===== src/rtl/wfg_pkg.sv =====
// wfg_pkg: shared FSM state encoding and default access timeout for the Wishbone master
package wfg_pkg;
  localparam int TIMEOUT_DEF = 16;
  typedef enum logic [1:0] {IDLE, BUS, RESP} wb_state_e;
endpackage


===== src/rtl/wfg_wb_master.sv =====
// wfg_wb_master: single-command Wishbone master with ack timeout.
//   io_wbs_clk/io_wbs_rst      : clock, async active-low reset
//   cmd_valid/ready/we/adr/wdata: command handshake from requester
//   rsp_valid/rdata/err         : one-cycle response (err = ack timeout)
//   io_wbs_*                    : registered Wishbone master bus
module wfg_wb_master
  import wfg_pkg::*;
#(
  parameter int BUSW    = 32,
  parameter int TIMEOUT = TIMEOUT_DEF
) (
  input  logic            io_wbs_clk,
  input  logic            io_wbs_rst,
  input  logic            cmd_valid,
  output logic            cmd_ready,
  input  logic            cmd_we,
  input  logic [BUSW-1:0] cmd_adr,
  input  logic [BUSW-1:0] cmd_wdata,
  output logic            rsp_valid,
  output logic [BUSW-1:0] rsp_rdata,
  output logic            rsp_err,
  output logic [BUSW-1:0] io_wbs_adr,
  output logic [BUSW-1:0] io_wbs_datwr,
  input  logic [BUSW-1:0] io_wbs_datrd,
  output logic            io_wbs_we,
  output logic            io_wbs_stb,
  output logic            io_wbs_cyc,
  input  logic            io_wbs_ack
);
  localparam int CW = $clog2(TIMEOUT + 1);
  wb_state_e       state_q, state_d;
  logic [CW-1:0]   cnt_q, cnt_d;
  logic            cyc_q, cyc_d, we_q, we_d, err_q, err_d;
  logic [BUSW-1:0] adr_q, adr_d, dat_q, dat_d, rdata_q, rdata_d;
  always_ff @(posedge io_wbs_clk or negedge io_wbs_rst) begin
    if (!io_wbs_rst) begin
      state_q <= IDLE;
      cnt_q   <= '0;
      cyc_q   <= 1'b0;
      we_q    <= 1'b0;
      err_q   <= 1'b0;
      adr_q   <= '0;
      dat_q   <= '0;
      rdata_q <= '0;
    end else begin
      state_q <= state_d;
      cnt_q   <= cnt_d;
      cyc_q   <= cyc_d;
      we_q    <= we_d;
      err_q   <= err_d;
      adr_q   <= adr_d;
      dat_q   <= dat_d;
      rdata_q <= rdata_d;
    end
  end
  always_comb begin
    state_d = state_q;
    cnt_d   = cnt_q;
    cyc_d   = cyc_q;
    we_d    = we_q;
    err_d   = err_q;
    adr_d   = adr_q;
    dat_d   = dat_q;
    rdata_d = rdata_q;
    case (state_q)
      IDLE: if (cmd_valid) begin
        state_d = BUS;
        cnt_d   = '0;
        cyc_d   = 1'b1;
        we_d    = cmd_we;
        adr_d   = cmd_adr;
        // reads drive zero write data so no stale payload lingers on the bus
        dat_d   = cmd_we ? cmd_wdata : '0;
      end
      BUS: begin
        // counter saturates at TIMEOUT when the access is abandoned
        cnt_d = cnt_q + 1'b1;
        if (io_wbs_ack) begin
          state_d = RESP;
          cyc_d   = 1'b0;
          err_d   = 1'b0;
          rdata_d = we_q ? '0 : io_wbs_datrd;
        end else if (cnt_q == CW'(TIMEOUT - 1)) begin
          state_d = RESP;
          cyc_d   = 1'b0;
          err_d   = 1'b1;
          rdata_d = '0;
        end
      end
      RESP: state_d = IDLE;
      default: state_d = IDLE;
    endcase
  end
  assign cmd_ready    = (state_q == IDLE) && io_wbs_rst;
  assign rsp_valid    = state_q == RESP;
  assign rsp_rdata    = rdata_q;
  assign rsp_err      = err_q;
  assign io_wbs_adr   = adr_q;
  assign io_wbs_datwr = dat_q;
  assign io_wbs_we    = we_q;
  assign io_wbs_cyc   = cyc_q;
  assign io_wbs_stb   = cyc_q;
endmodule


===== config.mk =====
export PLATFORM = sky130hd
export DESIGN_NAME = wfg_wb_master
export DESIGN_NICKNAME = d
export VERILOG_FILES = /design/src/rtl/wfg_pkg.sv /design/src/rtl/wfg_wb_master.sv
export SDC_FILE = /design/constraint.sdc
export NUM_CORES = 1
export LEC_CHECK = 0
export CAP_MARGIN = 40
export CORE_ASPECT_RATIO = 1.1
export CORE_MARGIN = 10
export CORE_UTILIZATION = 41
export DETAILED_ROUTE_END_ITERATION = 10
export GPL_ROUTABILITY_DRIVEN = 0
export MAX_ROUTING_LAYER = met4
export PLACE_DENSITY = 0.85
export SETUP_SLACK_MARGIN = 0.3
export SYNTH_ARGS = -nofsm -noshare
export SYNTH_HDL_FRONTEND = slang
export SYNTH_SLANG_ARGS = --single-unit
export TNS_END_PERCENT = 50

===== constraint.sdc =====
create_clock -name io_wbs_clk -period 2.2 [get_ports io_wbs_clk]
set_clock_uncertainty 0.05 [all_clocks]
set_input_delay 0.66 -clock io_wbs_clk [delete_from_list [all_inputs] [get_ports io_wbs_clk]]
set_output_delay 0.66 -clock io_wbs_clk [all_outputs]
set_load 0.02 [all_outputs]

==> metrics.txt, run 1 <==
# TYPE chip_impl_metric gauge
chip_impl_info{name="run_status",value="finished, final reports clean"} 1
chip_impl_metric{name="setup_viol_count_final",unit=""} 0
chip_impl_metric{name="finalCritPeriodShare",unit=""} 0.928
chip_impl_metric{name="drt-vias-per-instance",unit=""} 5.06
chip_impl_metric{name="first_global_vias",unit=""} 3732
chip_impl_metric{name="clock_latency",unit="ns"} 0.36
chip_impl_metric{name="yosysWarnings",unit=""} 0
chip_impl_metric{name="num_antenna_cells",unit=""} 0
chip_impl_metric{name="synth.cell_area",unit="sq mm"} 0.00423
chip_impl_info{name="cts-root-buf",value="sky130_fd_sc_hd__clkbuf_8"} 1
chip_impl_metric{name="reg2reg_setup_slack",unit="ns"} 0.29
chip_impl_info{name="holdCritPathClass",value="in -> async"} 1
chip_impl_metric{name="grt_antenna_before_repair",unit=""} 0
chip_impl_metric{name="syn-num-nets",unit=""} 498
chip_impl_metric{name="yosys.cell_types.count",unit=""} 24
chip_impl_metric{name="global_route_wire_length_before_repair",unit="um"} 20300
chip_impl_metric{name="dp.cells",unit=""} 702
chip_impl_metric{name="clockBufferDepth",unit=""} 2
chip_impl_info{name="tritoncts",value="yes"} 1
chip_impl_metric{name="first_iter_violations",unit=""} 225
chip_impl_metric{name="required",unit="ns"} 1.49
chip_impl_metric{name="worst-path-stages",unit=""} 1
chip_impl_info{name="category_of_the_worst_setup_path_capture_point",value="primary output"} 1
chip_impl_info{name="worst_flop_to_flop_path_startpoint",value="cnt_q[0]"} 1
chip_impl_metric{name="yosys_register_bits",unit=""} 106
chip_impl_metric{name="ir_worst_vdd",unit="V"} 0.000619
chip_impl_metric{name="design.die.area",unit="sq mm"} 0.0148
chip_impl_metric{name="core_area",unit="sq mm"} 0.00998
chip_impl_metric{name="std_cell_rows",unit=""} 38
chip_impl_metric{name="gr-usage-met3",unit=""} 0.0476
chip_impl_metric{name="globalRouteTotalUtil",unit=""} 0.179
chip_impl_metric{name="power_density",unit="mW/mm^2"} 1140
chip_impl_metric{name="detailedRoute.firstPassIterationCount",unit=""} 4
chip_impl_metric{name="grt_use_met1",unit=""} 0.208
chip_impl_metric{name="drc_errors",unit=""} 0
chip_impl_metric{name="critical_path_arrival",unit="ns"} 1.33
chip_impl_info{name="crit_family",value="buffers and inverters"} 1
chip_impl_metric{name="synth-seq-area-share",unit=""} 0.627
chip_impl_metric{name="cellLeakagePower",unit="nW"} 3.62
chip_impl_metric{name="detail-route-antenna-nets",unit=""} 0
chip_impl_metric{name="syn-mean-instance-area",unit="sq um"} 10.7
chip_impl_metric{name="detailedPlacementHpwl",unit="um"} 10000
chip_impl_metric{name="reg2reg_depth",unit=""} 7
chip_impl_metric{name="critical_path.max_fanout",unit=""} 2
chip_impl_metric{name="port_buffers",unit=""} 202
chip_impl_metric{name="crit_path_max_incr_delay",unit="ns"} 0.61
chip_impl_metric{name="post-layout-total-power",unit="mW"} 7.66
chip_impl_metric{name="wire_per_inst",unit="um"} 18.6
chip_impl_metric{name="cts-hold-fix-buffers",unit=""} 0
chip_impl_metric{name="drv.max_cap_violation_count",unit=""} 0
chip_impl_metric{name="clock-sinks",unit=""} 106
chip_impl_metric{name="clkTransAtPathRegs",unit="ns"} 0.10
chip_impl_info{name="mostFrequentLayoutCells",value="sky130_fd_sc_hd__clkdlybuf4s50_1, sky130_fd_sc_hd__dfrtp_1, sky130_fd_sc_hd__nand2_1, sky130_fd_sc_hd__o21ai_0, sky130_fd_sc_hd__dlygate4sd2_1"} 1
chip_impl_metric{name="floorplan.io_pins",unit=""} 203
chip_impl_info{name="terminus_of_the_critical_flop_to_flop_path",value="rsp_rdata[2]"} 1
chip_impl_metric{name="hold_ws",unit="ns"} 0.321
chip_impl_metric{name="fin_util",unit=""} 0.671
chip_impl_info{name="critical_path.startpoint_type",value="flop"} 1
chip_impl_metric{name="number_of_nets_in_the_final_layout",unit=""} 696
chip_impl_info{name="grt_most_used_layer",value="met2"} 1
chip_impl_metric{name="cts_setup_buffers",unit=""} 0
chip_impl_metric{name="tritoncts.num_buffers",unit=""} 9
chip_impl_metric{name="area_delta_synth_final",unit="%"} 58.4
chip_impl_info{name="critical_path.cell_chain",value="clkdlybuf4s50_1"} 1
chip_impl_metric{name="finish.cell_count_without_fillers",unit=""} 718
chip_impl_metric{name="grt.overflow.total",unit=""} 0
chip_impl_metric{name="timing_max_transition_violations_final",unit=""} 0
chip_impl_metric{name="layout_cells_sized_above_1",unit=""} 0.119
chip_impl_info{name="critical_path.slowest_cell",value="sky130_fd_sc_hd__clkdlybuf4s50_1"} 1
chip_impl_metric{name="use_met2",unit=""} 0.290
chip_impl_info{name="crit_type",value="reg -> out"} 1
chip_impl_metric{name="slew_headroom",unit=""} 0.676
chip_impl_metric{name="path_buf_inv",unit=""} 1
chip_impl_metric{name="total_detailed_routing_wirelength",unit="um"} 13400
chip_impl_metric{name="timing_worst_slew_pin_value",unit="ns"} 0.486
chip_impl_info{name="rsz0062_at_grt",value="yes"} 1
chip_impl_metric{name="max_clock_freq",unit="MHz"} 490
chip_impl_metric{name="hold_viol",unit=""} 0
chip_impl_info{name="layout_commonest_cell",value="sky130_fd_sc_hd__clkdlybuf4s50_1"} 1
chip_impl_info{name="cp-startpoint",value="io_wbs_datwr[6]"} 1
chip_impl_metric{name="post_layout_min_period",unit="ns"} 2.04
chip_impl_metric{name="grt_start_max_net_pins",unit=""} 55
chip_impl_metric{name="htree_levels",unit=""} 3
chip_impl_metric{name="synthCells",unit=""} 395
chip_impl_metric{name="netlist.area_leader.share",unit=""} 0.627
chip_impl_info{name="yosys-top-cells-area",value="sky130_fd_sc_hd__dfrtp_1, sky130_fd_sc_hd__o21ai_0, sky130_fd_sc_hd__nand2_1"} 1
chip_impl_metric{name="start_util",unit=""} 0.423
chip_impl_metric{name="die_y",unit="um"} 127
chip_impl_metric{name="die_x_extent",unit="um"} 117
chip_impl_metric{name="tns",unit="ns"} 0
chip_impl_info{name="timing.critical_path.to",value="io_wbs_datwr[6]"} 1
chip_impl_info{name="post_synth_top_area_cell",value="sky130_fd_sc_hd__dfrtp_1"} 1
chip_impl_metric{name="vias",unit=""} 3631
## timing repair
item | 4_1_cts | 5_1_grt
endpoints found under the setup margin | 103 | 86
resized for setup | 61 | 44
pin swaps | 0 | 0
## metal layers
metal	routed length, um	part of all wire
met5	0	0
met4	295	0.022
met3	1120	0.084
met2	6630	0.50
met1	5310	0.40
## per-stage QoR
step	cell area [sq um]	setup slack [ns]
after floorplan	4230	0.309
after detailed placement	6430	-0.256
final	6700	0.159
after global placement	6410	-0.269
after CTS	6600	0.123
after global routing	6700	0.122
## final cells by class
type	instances	area, sq um
clock buffer	12	165
clock inverter	4	48.8
fill	753	3290
inverter	2	7.51
multi-input combinational	256	1440
sequential	106	2650
tap	120	150
timing repair buffer	218	2230
## flip-flops by register name, summed over array words and instances (netlist names)
register	count
rsp_err	1
io_wbs_datwr	32
rsp_rdata	32
cnt_q	5
io_wbs_we	1
io_wbs_cyc	1
io_wbs_adr	32
state_q	2
## cells in the mapped netlist
library cell and instances:
sky130_fd_sc_hd__a21oi_1 4, sky130_fd_sc_hd__and2b_1 1, sky130_fd_sc_hd__and3_1 1, sky130_fd_sc_hd__buf_2 3, sky130_fd_sc_hd__buf_4 1, sky130_fd_sc_hd__buf_6 2, sky130_fd_sc_hd__clkbuf_1 25, sky130_fd_sc_hd__dfrtp_1 106
sky130_fd_sc_hd__ha_1 2, sky130_fd_sc_hd__inv_1 2, sky130_fd_sc_hd__mux2_2 24, sky130_fd_sc_hd__mux2_4 9, sky130_fd_sc_hd__mux2i_1 1, sky130_fd_sc_hd__nand2_1 103, sky130_fd_sc_hd__nand2b_1 1, sky130_fd_sc_hd__nand3_1 3
sky130_fd_sc_hd__nand4_1 1, sky130_fd_sc_hd__nor2_1 1, sky130_fd_sc_hd__nor2b_1 2, sky130_fd_sc_hd__nor3b_1 1, sky130_fd_sc_hd__o21a_1 1, sky130_fd_sc_hd__o21ai_0 98, sky130_fd_sc_hd__o21ai_1 2, sky130_fd_sc_hd__or3b_1 1
## power breakdown
group	leakage (nW)	switching, mW	internal (mW)
sequential	1.35	0.349	2.63
clock	0.112	0.659	0.619
combinational	2.15	1.87	1.53
## worst min path at each step
stage	cells after the start	from	slack [ns]	to
2_1_floorplan	0	io_wbs_rst	0.31	cnt_q[0]
6_report	2	io_wbs_rst	0.32	io_wbs_datwr[30]
5_1_grt	2	io_wbs_rst	0.35	io_wbs_datwr[30]
4_1_cts	2	io_wbs_rst	0.33	io_wbs_adr[2]
3_3_place_gp	1	cnt_q[3]	0.40	cnt_q[3]
3_5_place_dp	2	io_wbs_datwr[30]	0.42	io_wbs_datwr[30]
## cell families (layout without fill, tap and decap cells)
logic type                 count (synthesis)  in the layout  share of synthesized area
AOI/OAI and AO/OA                        105            105                      0.125
muxes                                     34             34                     0.0983
adders and majority gates                  2              2                    0.00592
DFF                                      106            106                      0.627
buffers and inverters                     33            236                     0.0346
and+or+nand+nor                          115            115                      0.109
(Power assumes the default switching activity.)
==> run 2, diff against run 1 <==
--- a/config.mk
+++ b/config.mk
@@ -12,8 +12,9 @@
 export DETAILED_ROUTE_END_ITERATION = 10
 export GPL_ROUTABILITY_DRIVEN = 0
 export MAX_ROUTING_LAYER = met4
-export PLACE_DENSITY = 0.85
+export PLACE_DENSITY_LB_ADDON = 0.15
 export SETUP_SLACK_MARGIN = 0.3
+export SLEW_MARGIN = 25
 export SYNTH_ARGS = -nofsm -noshare
 export SYNTH_HDL_FRONTEND = slang
 export SYNTH_SLANG_ARGS = --single-unit
==> metrics.txt, run 2 (same netlist as run 1, synthesis figures left out) <==
# TYPE chip_impl_metric gauge
chip_impl_metric{name="num_antenna_cells",unit=""} 0
chip_impl_metric{name="grt_antenna_before_repair",unit=""} 0
chip_impl_metric{name="detailedPlacementHpwl",unit="um"} 9890
chip_impl_metric{name="max_clock_freq",unit="MHz"} 492
chip_impl_metric{name="share_comb_of_total_power",unit=""} 0.457
chip_impl_metric{name="global_route_wire_length_before_repair",unit="um"} 20100
chip_impl_metric{name="timing_max_transition_violations_final",unit=""} 0
chip_impl_metric{name="design.die.area",unit="sq mm"} 0.0148
chip_impl_metric{name="die_y",unit="um"} 127
chip_impl_metric{name="power.clock.fraction",unit=""} 0.150
chip_impl_metric{name="power_report.internal_total",unit="mW"} 4.70
chip_impl_info{name="crit_type",value="reg -> out"} 1
chip_impl_metric{name="critical_path_arrival",unit="ns"} 1.32
chip_impl_metric{name="clock-sinks",unit=""} 106
chip_impl_metric{name="total_detailed_routing_wirelength",unit="um"} 13100
chip_impl_info{name="run_status",value="finished, final reports clean"} 1
chip_impl_metric{name="drc_errors",unit=""} 0
chip_impl_metric{name="grt_start_max_net_pins",unit=""} 59
chip_impl_metric{name="std_cell_rows",unit=""} 38
chip_impl_info{name="crit_family",value="buffers and inverters"} 1
chip_impl_metric{name="layout.filler_cells",unit=""} 809
chip_impl_metric{name="globalRouteTotalUtil",unit=""} 0.178
chip_impl_metric{name="port_buffers",unit=""} 202
chip_impl_metric{name="core_area",unit="sq mm"} 0.00998
chip_impl_metric{name="p_sw",unit="mW"} 2.84
chip_impl_metric{name="reg2reg_depth",unit=""} 7
chip_impl_metric{name="grt.overflow.total",unit=""} 0
chip_impl_metric{name="slew_headroom",unit=""} 0.512
chip_impl_metric{name="power_density",unit="mW/mm^2"} 1130
chip_impl_metric{name="netSwitchingFraction",unit=""} 0.377
chip_impl_info{name="critical_path.cell_chain",value="clkdlybuf4s50_1"} 1
chip_impl_metric{name="post-layout-total-power",unit="mW"} 7.54
chip_impl_info{name="critical_path.slowest_cell",value="sky130_fd_sc_hd__clkdlybuf4s50_1"} 1
chip_impl_metric{name="timing_worst_slew_pin_value",unit="ns"} 0.732
chip_impl_metric{name="htree_levels",unit=""} 3
chip_impl_metric{name="finalCritPeriodShare",unit=""} 0.924
chip_impl_metric{name="clkTransAtPathRegs",unit="ns"} 0.09
chip_impl_metric{name="clock_latency",unit="ns"} 0.36
chip_impl_metric{name="critical_path.max_fanout",unit=""} 2
chip_impl_metric{name="cts_setup_buffers",unit=""} 0
chip_impl_metric{name="hold_viol",unit=""} 0
chip_impl_info{name="mostFrequentLayoutCells",value="sky130_fd_sc_hd__clkdlybuf4s50_1, sky130_fd_sc_hd__dfrtp_1, sky130_fd_sc_hd__nand2_1, sky130_fd_sc_hd__o21ai_0, sky130_fd_sc_hd__dlygate4sd2_1"} 1
chip_impl_metric{name="detail-route-antenna-nets",unit=""} 0
chip_impl_metric{name="die_x_extent",unit="um"} 117
chip_impl_metric{name="dp.cells",unit=""} 701
chip_impl_metric{name="seq_power_share",unit=""} 0.393
chip_impl_metric{name="ir_worst_vdd",unit="V"} 0.000474
chip_impl_metric{name="cellLeakagePower",unit="nW"} 3.59
chip_impl_metric{name="path_buf_inv",unit=""} 1
chip_impl_metric{name="number_of_nets_in_the_final_layout",unit=""} 695
chip_impl_info{name="tritoncts",value="yes"} 1
chip_impl_metric{name="worst-path-stages",unit=""} 1
chip_impl_info{name="cts-root-buf",value="sky130_fd_sc_hd__clkbuf_8"} 1
chip_impl_metric{name="sequential_cell_area_in_the_final_layout",unit="sq mm"} 0.00265
chip_impl_metric{name="cts-hold-fix-buffers",unit=""} 0
chip_impl_info{name="cp-startpoint",value="io_wbs_adr[14]"} 1
chip_impl_metric{name="finish.cell_count_without_fillers",unit=""} 717
chip_impl_info{name="rsz0062_at_grt",value="yes"} 1
chip_impl_metric{name="tritoncts.num_buffers",unit=""} 9
chip_impl_metric{name="drt-vias-per-instance",unit=""} 5.01
chip_impl_metric{name="layout_cells_sized_above_1",unit=""} 0.116
chip_impl_info{name="holdCritPathClass",value="in -> async"} 1
chip_impl_metric{name="wire_per_inst",unit="um"} 18.3
chip_impl_metric{name="required",unit="ns"} 1.49
chip_impl_info{name="layout_commonest_cell",value="sky130_fd_sc_hd__clkdlybuf4s50_1"} 1
chip_impl_info{name="worst_flop_to_flop_path_startpoint",value="cnt_q[0]"} 1
chip_impl_metric{name="first_global_vias",unit=""} 3704
chip_impl_metric{name="reg2reg_setup_slack",unit="ns"} 0.36
chip_impl_metric{name="crit_path_max_incr_delay",unit="ns"} 0.62
chip_impl_metric{name="first_iter_violations",unit=""} 171
chip_impl_metric{name="area_delta_synth_final",unit="%"} 58.4
chip_impl_info{name="category_of_the_worst_setup_path_capture_point",value="primary output"} 1
chip_impl_metric{name="multiInputGateArea",unit="sq mm"} 0.00144
chip_impl_metric{name="detailedRoute.firstPassIterationCount",unit=""} 4
chip_impl_metric{name="post_layout_min_period",unit="ns"} 2.03
chip_impl_metric{name="clockBufferDepth",unit=""} 2
chip_impl_metric{name="drv.max_cap_violation_count",unit=""} 0
chip_impl_metric{name="start_util",unit=""} 0.423
chip_impl_metric{name="setup_viol_count_final",unit=""} 0
chip_impl_metric{name="vias",unit=""} 3591
chip_impl_metric{name="floorplan.io_pins",unit=""} 203
chip_impl_info{name="critical_path.startpoint_type",value="flop"} 1
==> run 2: layer usage <==
layer / wire, um / vias up / GRT usage / part of all wire
met2: 6390 / 140 / 0.283 / 0.49
met4: 209 / 0 / 0.0597 / 0.016
li1: - / 1711 / - / -
met5: 0 / - / - / 0
met1: 5330 / 1726 / 0.208 / 0.41
met3: 1180 / 14 / 0.0580 / 0.090
==> run 2: path summary, 6_finish.rpt <==
path | to
worst max-delay path | io_wbs_adr[14]
min in group io_wbs_clk | cnt_q[3]
worst min register to register | cnt_q[3]
worst max register to register | rsp_rdata[7]
worst min-delay path | state_q[0]
max in group asynchronous | io_wbs_datwr[28]
==> run 2: cell type report <==
class	count	share of cell area
Timing Repair Buffer	217	0.338
Tap cell	120	0.0224
Clock inverter	2	0.00149
Inverter	2	0.00112
Sequential cell	106	0.396
Clock buffer	14	0.0258
Multi-Input combinational cell	256	0.215
==> run 2: what timing repair did <==
item,4_1_cts,5_1_grt
gates resized for setup,58,44
endpoints found under the setup margin,102,88
endpoints found under the hold margin,0,0
==> run 2: power by group through the flow <==
stage	logic, mW	clock network [mW]	registers, mW
global route	3.70	1.25	3.05
floorplan	0.947	0	3.83
finish	3.44	1.13	2.96
CTS	3.56	1.17	2.98
detailed placement	3.79	0	3.03
global placement	3.72	0	2.99
==> run 2: stage by stage <==
step	TNS (ns)	instance area [sq um]	hold slack, ns	util	setup WS [ns]
after floorplan	0	4230	0.314	-	0.309
after global placement	-0.250	6470	0.409	0.648	-0.250
after detailed placement	-0.686	6470	0.417	0.648	-0.166
after CTS	0	6590	0.396	0.660	0.105
after global routing	0	6700	0.429	0.671	0.109
final	0	6700	0.379	0.671	0.166
==> run 3, diff against run 2 <==
==> constraint.sdc (replaced) <==
create_clock -name io_wbs_clk -period 2 [get_ports io_wbs_clk]
set_clock_uncertainty 0.05 [all_clocks]
set_input_delay 0.6 -clock io_wbs_clk [delete_from_list [all_inputs] [get_ports io_wbs_clk]]
set_output_delay 0.6 -clock io_wbs_clk [all_outputs]
set_load 0.02 [all_outputs]
==> metrics.txt, run 3 (same netlist as run 1, synthesis figures left out) <==
# TYPE chip_impl_metric gauge
chip_impl_metric{name="timing_worst_slew_pin_value",unit="ns"} 0.561
chip_impl_metric{name="slew_headroom",unit=""} 0.626
chip_impl_metric{name="post-layout-total-power",unit="mW"} 9.07
chip_impl_metric{name="reg2reg_setup_slack",unit="ns"} 0.16
chip_impl_metric{name="design.die.area",unit="sq mm"} 0.0148
chip_impl_metric{name="netSwitchingFraction",unit=""} 0.377
chip_impl_metric{name="required",unit="ns"} 2.20
chip_impl_metric{name="dp.cells",unit=""} 707
chip_impl_metric{name="globalRouteTotalUtil",unit=""} 0.185
chip_impl_metric{name="clock_latency",unit="ns"} 0.37
chip_impl_metric{name="detailedRoute.firstPassIterationCount",unit=""} 4
chip_impl_info{name="mostFrequentLayoutCells",value="sky130_fd_sc_hd__dfrtp_1, sky130_fd_sc_hd__clkdlybuf4s50_1, sky130_fd_sc_hd__clkdlybuf4s15_2, sky130_fd_sc_hd__nand2_1, sky130_fd_sc_hd__o21ai_0"} 1
chip_impl_metric{name="grt_start_max_net_pins",unit=""} 66
chip_impl_metric{name="tritoncts.num_buffers",unit=""} 9
chip_impl_info{name="layout_commonest_cell",value="sky130_fd_sc_hd__dfrtp_1"} 1
chip_impl_metric{name="power_density",unit="mW/mm^2"} 1240
chip_impl_metric{name="power.clock.fraction",unit=""} 0.149
chip_impl_info{name="holdCritPathClass",value="in -> async"} 1
chip_impl_metric{name="number_of_nets_in_the_final_layout",unit=""} 721
chip_impl_metric{name="wire_per_inst",unit="um"} 19.4
chip_impl_info{name="terminus_of_the_critical_flop_to_flop_path",value="io_wbs_we"} 1
chip_impl_metric{name="hold_viol",unit=""} 0
chip_impl_metric{name="num_antenna_cells",unit=""} 0
chip_impl_metric{name="post_layout_min_period",unit="ns"} 1.84
chip_impl_info{name="worst_flop_to_flop_path_startpoint",value="state_q[1]"} 1
chip_impl_metric{name="htree_levels",unit=""} 3
chip_impl_metric{name="die_x_extent",unit="um"} 117
chip_impl_metric{name="clkTransAtPathRegs",unit="ns"} 0.09
chip_impl_info{name="tritoncts",value="yes"} 1
chip_impl_metric{name="first_iter_violations",unit=""} 232
chip_impl_metric{name="dpl_cell_area",unit="sq mm"} 0.00649
chip_impl_info{name="run_status",value="finished, final reports clean"} 1
chip_impl_metric{name="drv.max_cap_violation_count",unit=""} 0
chip_impl_metric{name="share_comb_of_total_power",unit=""} 0.483
chip_impl_metric{name="global_route_wire_length_before_repair",unit="um"} 20900
chip_impl_metric{name="clock-sinks",unit=""} 106
chip_impl_metric{name="finish.cell_count_without_fillers",unit=""} 743
chip_impl_metric{name="layout.filler_cells",unit=""} 704
chip_impl_metric{name="start_util",unit=""} 0.423
chip_impl_metric{name="cts-hold-fix-buffers",unit=""} 0
chip_impl_metric{name="floorplan.io_pins",unit=""} 203
chip_impl_metric{name="p_sw",unit="mW"} 3.42
chip_impl_metric{name="total_detailed_routing_wirelength",unit="um"} 14400
chip_impl_metric{name="drt-vias-per-instance",unit=""} 5.07
chip_impl_metric{name="seq_power_share",unit=""} 0.367
chip_impl_info{name="category_of_the_worst_setup_path_capture_point",value="flop"} 1
chip_impl_metric{name="sequential_cell_area_in_the_final_layout",unit="sq mm"} 0.00265
chip_impl_info{name="timing.critical_path.to",value="io_wbs_we"} 1
chip_impl_metric{name="final_area",unit="sq mm"} 0.00730
chip_impl_metric{name="die_y",unit="um"} 127
chip_impl_metric{name="multiInputGateArea",unit="sq mm"} 0.00159
chip_impl_metric{name="vias",unit=""} 3765
chip_impl_metric{name="port_buffers",unit=""} 202
chip_impl_metric{name="drc_errors",unit=""} 0
chip_impl_info{name="cts-root-buf",value="sky130_fd_sc_hd__clkbuf_8"} 1
chip_impl_info{name="critical_path.startpoint_type",value="flop"} 1
chip_impl_info{name="cp-startpoint",value="state_q[1]"} 1
chip_impl_metric{name="ir_worst_vdd",unit="V"} 0.000605
chip_impl_metric{name="reg2reg_depth",unit=""} 5
chip_impl_metric{name="cellLeakagePower",unit="nW"} 3.20
chip_impl_metric{name="grt_antenna_before_repair",unit=""} 0
chip_impl_metric{name="first_global_vias",unit=""} 3855
chip_impl_metric{name="detail-route-antenna-nets",unit=""} 0
chip_impl_metric{name="finalCritPeriodShare",unit=""} 0.921
chip_impl_metric{name="detailedPlacementHpwl",unit="um"} 9880
chip_impl_metric{name="area_delta_synth_final",unit="%"} 72.7
chip_impl_metric{name="core_area",unit="sq mm"} 0.00998
chip_impl_metric{name="power_report.internal_total",unit="mW"} 5.65
chip_impl_metric{name="critical_path.max_fanout",unit=""} 8
chip_impl_metric{name="timing_max_transition_violations_final",unit=""} 0
chip_impl_metric{name="setup_viol_count_final",unit=""} 0
chip_impl_metric{name="std_cell_rows",unit=""} 38
chip_impl_metric{name="layout_cells_sized_above_1",unit=""} 0.361
chip_impl_info{name="crit_type",value="reg -> reg"} 1
chip_impl_info{name="rsz0062_at_grt",value="yes"} 1
chip_impl_metric{name="clockBufferDepth",unit=""} 2
chip_impl_metric{name="max_clock_freq",unit="MHz"} 543
chip_impl_metric{name="critical_path_arrival",unit="ns"} 2.04
chip_impl_metric{name="grt.overflow.total",unit=""} 0
[run 3: changes by cell type in the layout (fill, tap and decap cells not counted), moves of 5 or more]
cell	delta
sky130_fd_sc_hd__buf_2	+5
sky130_fd_sc_hd__buf_4	+10
sky130_fd_sc_hd__buf_6	+6
sky130_fd_sc_hd__clkbuf_16	+7
sky130_fd_sc_hd__clkdlybuf4s15_2	+93
sky130_fd_sc_hd__clkdlybuf4s50_1	-8
sky130_fd_sc_hd__dlygate4sd2_1	-48
sky130_fd_sc_hd__dlymetal6s2s_1	-43
sky130_fd_sc_hd__nand2_1	-14
sky130_fd_sc_hd__nand2_2	+7
sky130_fd_sc_hd__nand2_4	+7
sky130_fd_sc_hd__o21ai_0	-23
sky130_fd_sc_hd__o21ai_1	+12
sky130_fd_sc_hd__o21ai_2	+10
[run 3: worst min-delay path by stage]
| stage | end | slack (ns) |
|---|---|---|
| 6_report | io_wbs_adr[23] | 0.32 |
| 5_1_grt | rsp_rdata[8] | 0.35 |
| 4_1_cts | rsp_rdata[7] | 0.33 |
| 3_5_place_dp | cnt_q[3] | 0.41 |
| 3_3_place_gp | cnt_q[3] | 0.41 |
| 2_1_floorplan | cnt_q[0] | 0.25 |
[run 3: worst max-delay path: stages (launching register included)]
cell and delay, ns:
sky130_fd_sc_hd__dfrtp_1 0.42, sky130_fd_sc_hd__buf_6 0.13, sky130_fd_sc_hd__buf_4 0.12, sky130_fd_sc_hd__or3b_4 0.52
sky130_fd_sc_hd__clkbuf_16 0.22, sky130_fd_sc_hd__mux2_2 0.27
[run 3: what timing repair did]
item | in CTS | in global routing
setup buffers | 8 | 2
endpoints found under the setup margin | 256 | 163
pin swaps | 2 | 12
gates resized for setup | 327 | 74
gates cloned | 1 | 8
[run 3: final cells by class]
cell class	instances	share of cell area
clock buffer	12	0.0199
inverter	2	0.00103
tap	120	0.0206
multi-input combinational	256	0.218
clock inverter	4	0.00702
timing repair buffer	243	0.370
sequential	106	0.363
[run 3: stage by stage]
step                      hold WS (ns)  setup slack, ns  setup TNS, ns  utilization
final                            0.324            0.158              0        0.731
after floorplan                  0.254            0.211              0            -
after detailed placement         0.412           -0.231         -18.71        0.650
after global placement           0.405           -0.247         -16.43        0.650
after CTS                        0.333            0.149              0        0.691
after global routing             0.353            0.115              0        0.731
[run 3: power by group through the flow]
| stage | registers (mW) | clock network, mW | logic, mW |
|---|---|---|---|
| global placement | 3.28 | 0 | 4.12 |
| CTS | 3.30 | 1.38 | 4.04 |
| finish | 3.33 | 1.35 | 4.39 |
| detailed placement | 3.34 | 0 | 4.18 |
| global route | 3.43 | 1.47 | 4.69 |
| floorplan | 4.21 | 0 | 1.05 |
[run 3: layer usage]
layer	track usage	routed length (um)	up-vias
li1	-	-	1773
met1	0.211	5530	1830
met2	0.303	7420	146
met3	0.0585	1280	16
met4	0.0568	200	0
met5	-	0	-
